$ cat config.mk
export PLATFORM = sky130hd
export DESIGN_NAME = astream_upsizer
export DESIGN_NICKNAME = d
export VERILOG_FILES = /design/src/rtl/astream_upsizer.sv
export SDC_FILE = /design/constraint.sdc
export NUM_CORES = 1
export LEC_CHECK = 0
export CORE_ASPECT_RATIO = 1.2
export CORE_MARGIN = 2
export CORE_UTILIZATION = 53
export DETAILED_ROUTE_END_ITERATION = 8
export PLACE_DENSITY = 0.79
export SLEW_MARGIN = 30
export SYNTH_ARGS = -nofsm -noshare
export SYNTH_HDL_FRONTEND = slang
export SYNTH_SLANG_ARGS = --single-unit
$ cat constraint.sdc
create_clock -name clk -period 2.25 [get_ports clk]
set_clock_uncertainty 0.15 [all_clocks]
set_input_delay 0.45 -clock clk [delete_from_list [all_inputs] [get_ports clk]]
set_output_delay 0.45 -clock clk [all_outputs]
set_load 0.02 [all_outputs]
$ cat src/rtl/astream_upsizer.sv
// Narrow-to-wide stream packer: gathers IN_BITS beats little-endian into one
// PAYLOAD_BITS word, with early flush on last_in and a single registered output slot.
module astream_upsizer #(
    parameter  int IN_BITS      = 8,
    parameter  int PAYLOAD_BITS = 32,
    localparam int RATIO        = PAYLOAD_BITS / IN_BITS,
    localparam int CNT_BITS     = $clog2(RATIO) + 1
) (
    input  logic                    clk,
    input  logic                    reset,
    input  logic [IN_BITS-1:0]      din,
    input  logic                    val_in,
    input  logic                    last_in,
    output logic                    ready_upward,
    output logic [PAYLOAD_BITS-1:0] dout,
    output logic                    val_out,
    output logic                    last_out,
    output logic [CNT_BITS-1:0]     valid_lanes,
    input  logic                    ready_downward
);

    if ((PAYLOAD_BITS % IN_BITS) != 0 || RATIO < 2) begin : g_bad_params
        $error("astream_upsizer: PAYLOAD_BITS must be a multiple of IN_BITS with RATIO >= 2");
    end

    typedef enum logic {
        OUT_EMPTY,
        OUT_FULL
    } out_state_e;

    typedef enum logic {
        ACC_IDLE,
        ACC_FILL
    } acc_state_e;

    out_state_e              r_out_state;
    out_state_e              w_out_next;
    acc_state_e              r_acc_state;
    acc_state_e              w_acc_next;

    logic [CNT_BITS-1:0]     r_idx;
    logic [PAYLOAD_BITS-1:0] r_acc;
    logic [PAYLOAD_BITS-1:0] r_dout;
    logic [CNT_BITS-1:0]     r_valid_lanes;
    logic                    r_last_out;

    logic [PAYLOAD_BITS-1:0] w_merged;
    logic                    w_val_out;
    logic                    w_beat_acc;
    logic                    w_complete;
    logic                    w_xfer;

    assign w_val_out    = (r_out_state == OUT_FULL);
    assign ready_upward = !w_val_out || ready_downward;
    assign w_beat_acc   = val_in && ready_upward;
    assign w_complete   = w_beat_acc && (last_in || (r_idx == CNT_BITS'(RATIO - 1)));
    assign w_xfer       = w_val_out && ready_downward;

    // Accumulator with the current beat dropped into lane r_idx; upper lanes stay zero.
    always_comb begin
        w_merged = r_acc;
        for (int k = 0; k < RATIO; k++) begin
            if (r_idx == CNT_BITS'(k)) begin
                w_merged[k*IN_BITS +: IN_BITS] = din;
            end
        end
    end

    // NOTE: every always_comb output gets a default first, so no path can infer a latch.
    always_comb begin
        w_out_next = r_out_state;
        case (r_out_state)
            OUT_EMPTY: if (w_complete) w_out_next = OUT_FULL;
            OUT_FULL:  if (w_xfer && !w_complete) w_out_next = OUT_EMPTY;
            default:   w_out_next = OUT_EMPTY;
        endcase
    end

    always_comb begin
        w_acc_next = r_acc_state;
        case (r_acc_state)
            ACC_IDLE: if (w_beat_acc && !w_complete) w_acc_next = ACC_FILL;
            ACC_FILL: if (w_complete) w_acc_next = ACC_IDLE;
            default:  w_acc_next = ACC_IDLE;
        endcase
    end

    // NOTE: sequential state uses <= so every register samples pre-edge values.
    always_ff @(posedge clk) begin
        if (reset) begin
            r_out_state <= OUT_EMPTY;
            r_acc_state <= ACC_IDLE;
        end else begin
            r_out_state <= w_out_next;
            r_acc_state <= w_acc_next;
        end
    end

    always_ff @(posedge clk) begin
        if (reset) begin
            r_idx <= '0;
            r_acc <= '0;
        end else if (w_complete) begin
            r_idx <= '0;
            r_acc <= '0;
        end else if (w_beat_acc) begin
            r_idx <= r_idx + CNT_BITS'(1);
            r_acc <= w_merged;
        end
    end

    // Output slot only loads on completion; it is otherwise held, which keeps it stable under back-pressure.
    always_ff @(posedge clk) begin
        if (reset) begin
            r_dout        <= '0;
            r_valid_lanes <= '0;
            r_last_out    <= 1'b0;
        end else if (w_complete) begin
            r_dout        <= w_merged;
            r_valid_lanes <= r_idx + CNT_BITS'(1);
            r_last_out    <= last_in;
        end
    end

    assign dout        = r_dout;
    assign val_out     = w_val_out;
    assign last_out    = r_last_out;
    assign valid_lanes = r_valid_lanes;

endmodule

# == Yosys cells after proc, flatten, opt, wreduce, memory -nomap -nowiden ==
# Cells that the tools add are included.
# word_totals
reg_bits,72
word_cells,28
inputBits,13
rom_bits,0
ramBits,0
latchBits,0
memories,0
# classes
n_shift,0
add_sub_neg,1
magnitude_cmp,0
mul,0
muxes,7
n_eq_ne,3
div,0
n_reduce_logical,10
bitwise,1
# ops
operator,n
$mux W8,4
$eq A3 B2 Y1 const B,2
$logic_and A1 B1 Y1,4
$add A3 B1 Y3 const B,1
$eq A3 B1 Y1 const B,1
$logic_not A3 Y1,1
$logic_not A1 Y1,2
$logic_or A1 B1 Y1,2
$mux W1,2
$pmux W1 S2,1
$reduce_or A2 Y1,1
$not A1 Y1,1

# == Longest topological paths before layout ==
# Gate-level depths: netlist (run 1).
# depth
depth_word,8
ltp_mapped,8
depth_no_buf,5

# == Worst setup path after synthesis (run 1) ==
# Ideal clock, no wire load.
# synth_timing
kind,flip-flop to flip-flop
startpoint,reg r_idx[0]
endpoint,reg r_idx[2]
setup_slack_ns,0.436
stages_incl_launch_ff,8
synth_period_minus_slack_ns,1.814
n_path_buf,2
t_required_ns,2.012
arrival_ns,1.576
cell_sequence,dfxtp_1 ha_1 ha_1 or2_1 buf_6 buf_6 a31o_1 a311oi_2
# synth_via
elab_chain_cells,4
word_cells_on_any_way,5
cone_classes,add/sub: 1; eq/ne: 1; reduce/logical: 3
# synth_rtl
item,line,text
start: declaration,41,logic [CNT_BITS-1:0] r_idx;
start signal: assignment,107,r_idx <= r_idx + CNT_BITS'(1);
$eq A3 B2 Y1,56,assign w_complete = w_beat_acc && (last_in || (r_idx == CNT_BITS'(RATIO - 1)));
$logic_or A1 B1 Y1,56,
$logic_and A1 B1 Y1,56,
$reduce_or A2 Y1 (no source line),n/a,
# Several ways; a longest one is shown, not always the timed one.
# A chain may end at the register's enable or synchronous reset.

# == Worst setup path in the final report (run 1) ==
# layout_timing
startpoint,reg r_idx[0]
endpoint,reg r_acc[0]
# layout_via
elab_chain_cells,4
word_cells_on_any_way,6
cone_classes,eq/ne: 1; mux: 1; reduce/logical: 4
# layout_rtl
item,line,text
$eq A3 B2 Y1,56,
$logic_or A1 B1 Y1,56,
$logic_and A1 B1 Y1,56,
$reduce_or A2 Y1 (no source line),n/a,
end signal: assignment,108,r_acc <= w_merged;
end: declaration,42,logic [PAYLOAD_BITS-1:0] r_acc;
# Several ways; a longest one is shown, not always the timed one.

==> results of run 1 <==
critical path, stage by stage (launching register included):
cell     delay, ns
dfxtp_1       0.34
ha_1          0.20
ha_1          0.23
buf_4         0.16
or2_1         0.22
buf_4         0.15
o211a_2       0.33
o32ai_1       0.29
flip-flops by register name (all words and copies together), names as in the netlist:
| name | cells |
|---|---|
| r_acc | 32 |
| dout | 32 |
| last_out | 1 |
| val_out | 1 |
| r_idx | 3 |
| valid_lanes | 3 |
stage by stage:
| stage | TNS, ns | util [%] | instance area, um^2 | hold WS [ns] |
|---|---|---|---|---|
| CTS | 0 | 69.1 | 3890 | 0.315 |
| detailed placement | -0.843 | 66.1 | 3720 | 0.294 |
| global placement | -9.72 | 65.8 | 3710 | 0.293 |
| global route | 0 | 69.7 | 3920 | 0.326 |
| finish | 0 | 69.7 | 3920 | 0.313 |
| floorplan | 0 | - | 3090 | 0.279 |
worst min-delay path by stage:
stage | to | cells past startpoint
floorplan | r_acc[24]$_SDFFE_PP0P_ | 1
CTS | r_acc[27]$_SDFFE_PP0P_ | 1
global placement | r_acc[24]$_SDFFE_PP0P_ | 1
global route | r_acc[27]$_SDFFE_PP0P_ | 1
detailed placement | r_acc[27]$_SDFFE_PP0P_ | 1
finish | r_acc[29]$_SDFFE_PP0P_ | 1
where the power goes:
group	internal [mW]	switching (mW)	leakage [nW]
Clock	0.446	0.464	0.0947
Sequential	1.33	0.0309	0.587
Combinational	0.210	0.268	0.660
layout make-up:
cell class | count | area [um^2] | share of cell area [%]
Clock inverter | 4 | 20.0 | 0.510
Timing Repair Buffer | 75 | 702 | 17.9
Clock buffer | 11 | 151 | 3.86
Sequential cell | 72 | 1440 | 36.7
Inverter | 30 | 113 | 2.87
Tap cell | 64 | 80.1 | 2.04
Multi-Input combinational cell | 177 | 1420 | 36.1
synth_stat cells:
cell type,number
nand2b_1,8
ha_1,5
nor3_2,1
a31oi_2,1
nor2b_1,4
a31o_1,1
o21ai_0,2
a31oi_1,33
and2_1,8
a311oi_2,1
buf_1,1
buf_4,2
inv_1,29
o31ai_1,3
mux2i_1,32
clkbuf_1,12
a211oi_1,33
o211a_2,2
dfxtp_1,72
nor2_2,1
nand4_1,5
buf_6,2
o32ai_1,24
inv_2,1
o211a_1,1
or2_1,1
nand3_1,3
a21oi_1,7
buf_2,15
nor2_1,1
cells by family after synthesis:
logic type / after synthesis / share of synthesized area, %
simple gates: 32 / 6.39
buf+inv: 62 / 8.85
mux: 32 / 10.4
flops: 72 / 46.6
compound gates: 108 / 25.8
fa+ha+maj: 5 / 2.02
cell usage in the layout, fill, tap and decap left out, types with 8 or more instances in the layout:
cell / count
clkbuf_8: 11
buf_4: 23
clkdlybuf4s50_1: 48
nand2b_1: 8
dfxtp_1: 72
inv_1: 29
a31oi_1: 33
o32ai_1: 20
and2_1: 8
a211oi_1: 33
mux2i_1: 32
metal layers:
layer | vias up | wire (um) | global-route usage (%)
met5 | - | 0 | 0
li1 | 1273 | - | -
met3 | 13 | 327 | 3.11
met1 | 1303 | 3400 | 35.0
met2 | 83 | 3860 | 40.1
met4 | 0 | 167 | 12.9
==> results.md, run 1 <==
* Vias in the first global route at 2414
* Fillers at 457
* Area delta synth->final at 26.8%
* Flop2flop setup slack at 0.06 ns
* Setup crit end kind: flop
* Post-CTS Setup Bufs at 0
* CTS tree: built
* Reg2Reg Depth at 7
* Die span in x at 73.8 um
* GPL Wtd Cong at 0.810
* Worst-path clk slew at 0.07 ns
* DR DRC count at 0
* CP Class: flop to flop
* Via Count at 2672
* Placed insts at 418
* Cts hold-fix bufs at 0
* CP Capture Point: r_acc[0]$_SDFFE_PP0P_
* R2r endpoint: r_acc[0]$_SDFFE_PP0P_
* Antenna violations before repair at 0
* Cell count after synthesis at 311
* Sequential area share after synthesis at 46.6%
* Setup WS post-layout at 0.0633 ns
* Maxcap violations at 0
* RSZ-0062 raised after global routing: false
* DIE AREA at 6470 um^2
* Pwr Total at 2.75 mW
* Yosys top cell by area: dfxtp_1
* Post-Place Setup Slack at -0.111 ns
* Yosys reg bits at 72
* Reg2reg start: r_idx[0]$_SDFFE_PP0P_
* Fin. Hold Viols at 0
* Worst vdd ir at 0.422 mV
* Starting Density at 55.0%
* Post-Syn Area at 3090 um^2
* Worst skew pair latency at 0.35 ns
* Vias/cell at 6.17
* Worst hold path type: flop to flop
* Non-filler instance count after layout at 433
* Detail Route Antenna Nets at 0
* Synthesis Warnings at 0
* Synth Area per Inst at 9.95 um^2
* Final worst path period need at 2.19 ns
* Share of cells above drive strength 1 at 14.4%
* Total nets after synthesis at 329
* Crit path launch: r_idx[0]$_SDFFE_PP0P_
* Slew HR at 53.2%
* CP Max Fanout at 8
* Setup violators final at 0
* CTS max path bufs at 2
* Count of different cell masters after synthesis at 30
* Total gr overflow at 0
* Iteration-0 DRC Markers at 204
* Nets at 383
* Number of antenna repair diodes at 0
* I/O Pins at 51
* Port buffer count at 50
* Worst setup SP type: flop
* CP Data Arrival Time at 2.28 ns
* Largest net degree at the start of global routing at 50
* Core Area at 5630 um^2
* Detailed Route WL at 7750 um
* Gr usage total at 25.7%
* Worst-Margin Slew at 0.700 ns
* Iteration count of the initial detailed-routing pass at 4
* Die height at 87.7 um
* Detailed Place HPWL at 5140 um
* Req. time, crit path at 2.35 ns
* Cts bufs inserted at 9
* Leak at 1.34 nW
* Num rows at 30
* First-pass GRT wire length at 12500 um
* Clock sink total at 72
* Pwr Density at 701 nW/um^2
* Fin crit share at 97.2%
* Clock Tree Root: clkbuf_8
* Synth top area share at 46.6%
* PostCTS Resize Cnt at 1
* Synth area leaders: dfxtp_1 47%, mux2i_1 10%, a211oi_1 8.0%, o32ai_1 6.8%, a31oi_1 6.7%
* Worst Hold Launch: r_acc[29]$_SDFFE_PP0P_
* Max Freq at 0.457 GHz
* Routed wire length per instance at 17.9 um
* Status: completed
* H-tree levels at 3
* Max Slew Vio Count at 0
Power figures use the tool's default switching activity.
==> run 2, diff against run 1 <==
SKIP_LAST_GASP = 1   (was unset)
==> results of run 2 <==
No change in the layout: final DEF, timing and power equal those of run 1.
==> run 3, diff against run 2 <==
CORE_UTILIZATION = 30   (was 53)
PLACE_DENSITY = 0.6   (was 0.79)
==> results.md, run 3 (synthesis results as in run 1) <==
* Worst skew pair latency at 0.32 ns
* Reg2Reg Depth at 6
* Starting Density at 30.9%
* R2r endpoint: r_acc[16]$_SDFFE_PP0P_
* Num rows at 40
* CP Data Arrival Time at 2.05 ns
* Flop2flop setup slack at 0.27 ns
* Die height at 115 um
* Fin. Hold Viols at 0
* Iteration count of the initial detailed-routing pass at 4
* Crit path top cell by count: ha_1
* Fin crit share at 87.9%
* Via Count at 2623
* Share of cells above drive strength 1 at 10.8%
* Register area at 1440 um^2
* Gr usage total at 15.2%
* Area delta synth->final at 31.3%
* Leak at 1.36 nW
* CP Max Fanout at 26
* Worst Hold Launch: r_acc[31]$_SDFFE_PP0P_
* Detail Route Antenna Nets at 0
* Total gr overflow at 0
* Post-CTS Setup Bufs at 0
* Maxcap violations at 0
* Core Area at 10000 um^2
* H-tree levels at 3
* CTS tree: built
* GPL Wtd Cong at 0.836
* Slew HR at 58.5%
* Multi-input gate area at 1390 um^2
* Detailed Place HPWL at 5490 um
* Reg2reg start: r_idx[0]$_SDFFE_PP0P_
* Most frequent cells in the layout: 72 x dfxtp_1, 48 x clkdlybuf4s50_1, 33 x a31oi_1, 33 x a211oi_1, 32 x mux2i_1
* Setup violators final at 0
* Cts bufs inserted at 9
* Max Slew Vio Count at 0
* Clock Tree Root: clkbuf_16
* I/O Pins at 51
* Fillers at 1008
* Routed wire length per instance at 17.1 um
* CP Class: flop to flop
* Setup crit end kind: flop
* Hold Path Depth at 1
* CTS max path bufs at 2
* Worst-path clk slew at 0.05 ns
* Worst setup SP type: flop
* Die span in x at 96.7 um
* Largest net degree at the start of global routing at 49
* Setup tns final at 0 ns
* Nets at 377
* Iteration-0 DRC Markers at 131
* DR DRC count at 0
* Antenna violations before repair at 0
* First-pass GRT wire length at 13400 um
* Req. time, crit path at 2.32 ns
* Clock sink total at 72
* WHS Endpoint: r_acc[31]$_SDFFE_PP0P_
* RSZ-0062 raised after global routing: false
* DP Area at 3800 um^2
* Cell Chain, Critical Path: ha_1 -> ha_1 -> or2_1 -> buf_12 -> o211a_1 -> o32ai_1
* Final worst path period need at 1.98 ns
* Final Cell Area at 4060 um^2
* Vias/cell at 5.39
* Status: completed
* CP max stage delay at 0.33 ns
* Worst-Margin Slew at 0.622 ns
* Pwr Density at 762 nW/um^2
* Max Freq at 0.506 GHz
* Worst vdd ir at 0.322 mV
* DIE AREA at 11100 um^2
* Commonest non-fill, non-tap cell in the layout: dfxtp_1
* Vias in the first global route at 2567
* Non-filler instance count after layout at 487
* Detailed Route WL at 8310 um
* Number of antenna repair diodes at 0
* Worst hold path type: flop to flop
* Crit-path slowest cell: dfxtp_1
* Port buffer count at 50
* Placed insts at 474
## run 3: area by class of cell
cell class / count / area share, %
Clock buffer: 12 / 6.32
Timing Repair Buffer: 69 / 17.3
Tap cell: 126 / 3.88
Sequential cell: 72 / 35.5
Multi-Input combinational cell: 177 / 34.1
Clock inverter: 1 / 0.123
Inverter: 30 / 2.77
## run 3: how the worst max path moves through the flow
stage,from,to,slack (ns),depth (start not counted)
floorplan,r_idx[0]$_SDFFE_PP0P_,r_idx[2]$_SDFFE_PP0P_,0.44,7
global placement,ready_downward,ready_upward,0.02,4
detailed placement,ready_downward,ready_upward,0.02,4
CTS,ready_downward,ready_upward,0.001,4
global route,r_idx[0]$_SDFFE_PP0P_,r_acc[22]$_SDFFE_PP0P_,0.17,6
finish,r_idx[0]$_SDFFE_PP0P_,r_acc[16]$_SDFFE_PP0P_,0.27,6
## run 3: stage by stage
stage | total power [mW] | worst slack, ns | hold WS, ns | utilization, %
2_1_floorplan | 1.66 | 0.436 | 0.279 | -
3_3_place_gp | 1.86 | 0.0171 | 0.292 | 37.9
3_5_place_dp | 1.87 | 0.0152 | 0.293 | 37.9
4_1_cts | 3.13 | 0.00141 | 0.310 | 40.6
5_1_grt | 3.22 | 0.173 | 0.322 | 40.6
6_report | 3.10 | 0.273 | 0.309 | 40.6
## run 3: worst max-delay path: cells and delay by family (launching register included)
kind	cells	cell delay, ns
AOI/OAI and AO/OA	2	0.58
and+or+nand+nor	1	0.24
adders and majority gates	2	0.38
DFF	1	0.33
buffers and inverters	1	0.17
## run 3: routing by layer
| metal | GRT usage [%] | part of all wire, % |
|---|---|---|
| met1 | 18.3 | 43 |
| met2 | 26.4 | 49 |
| met3 | 2.61 | 4.5 |
| met4 | 7.14 | 2.6 |
| met5 | 0 | 0 |
## run 3: power breakdown
group	internal (mW)	switching, mW	leakage, nW
sequential	1.33	0.0301	0.587
combinational	0.211	0.266	0.647
clock	0.785	0.470	0.130
total	2.33	0.766	1.36
## run 3: repair_timing
action / CTS / global route
endpoints found under the setup margin: 0 / 1
hold buffers: 0 / 0
gates resized for setup: 0 / 1
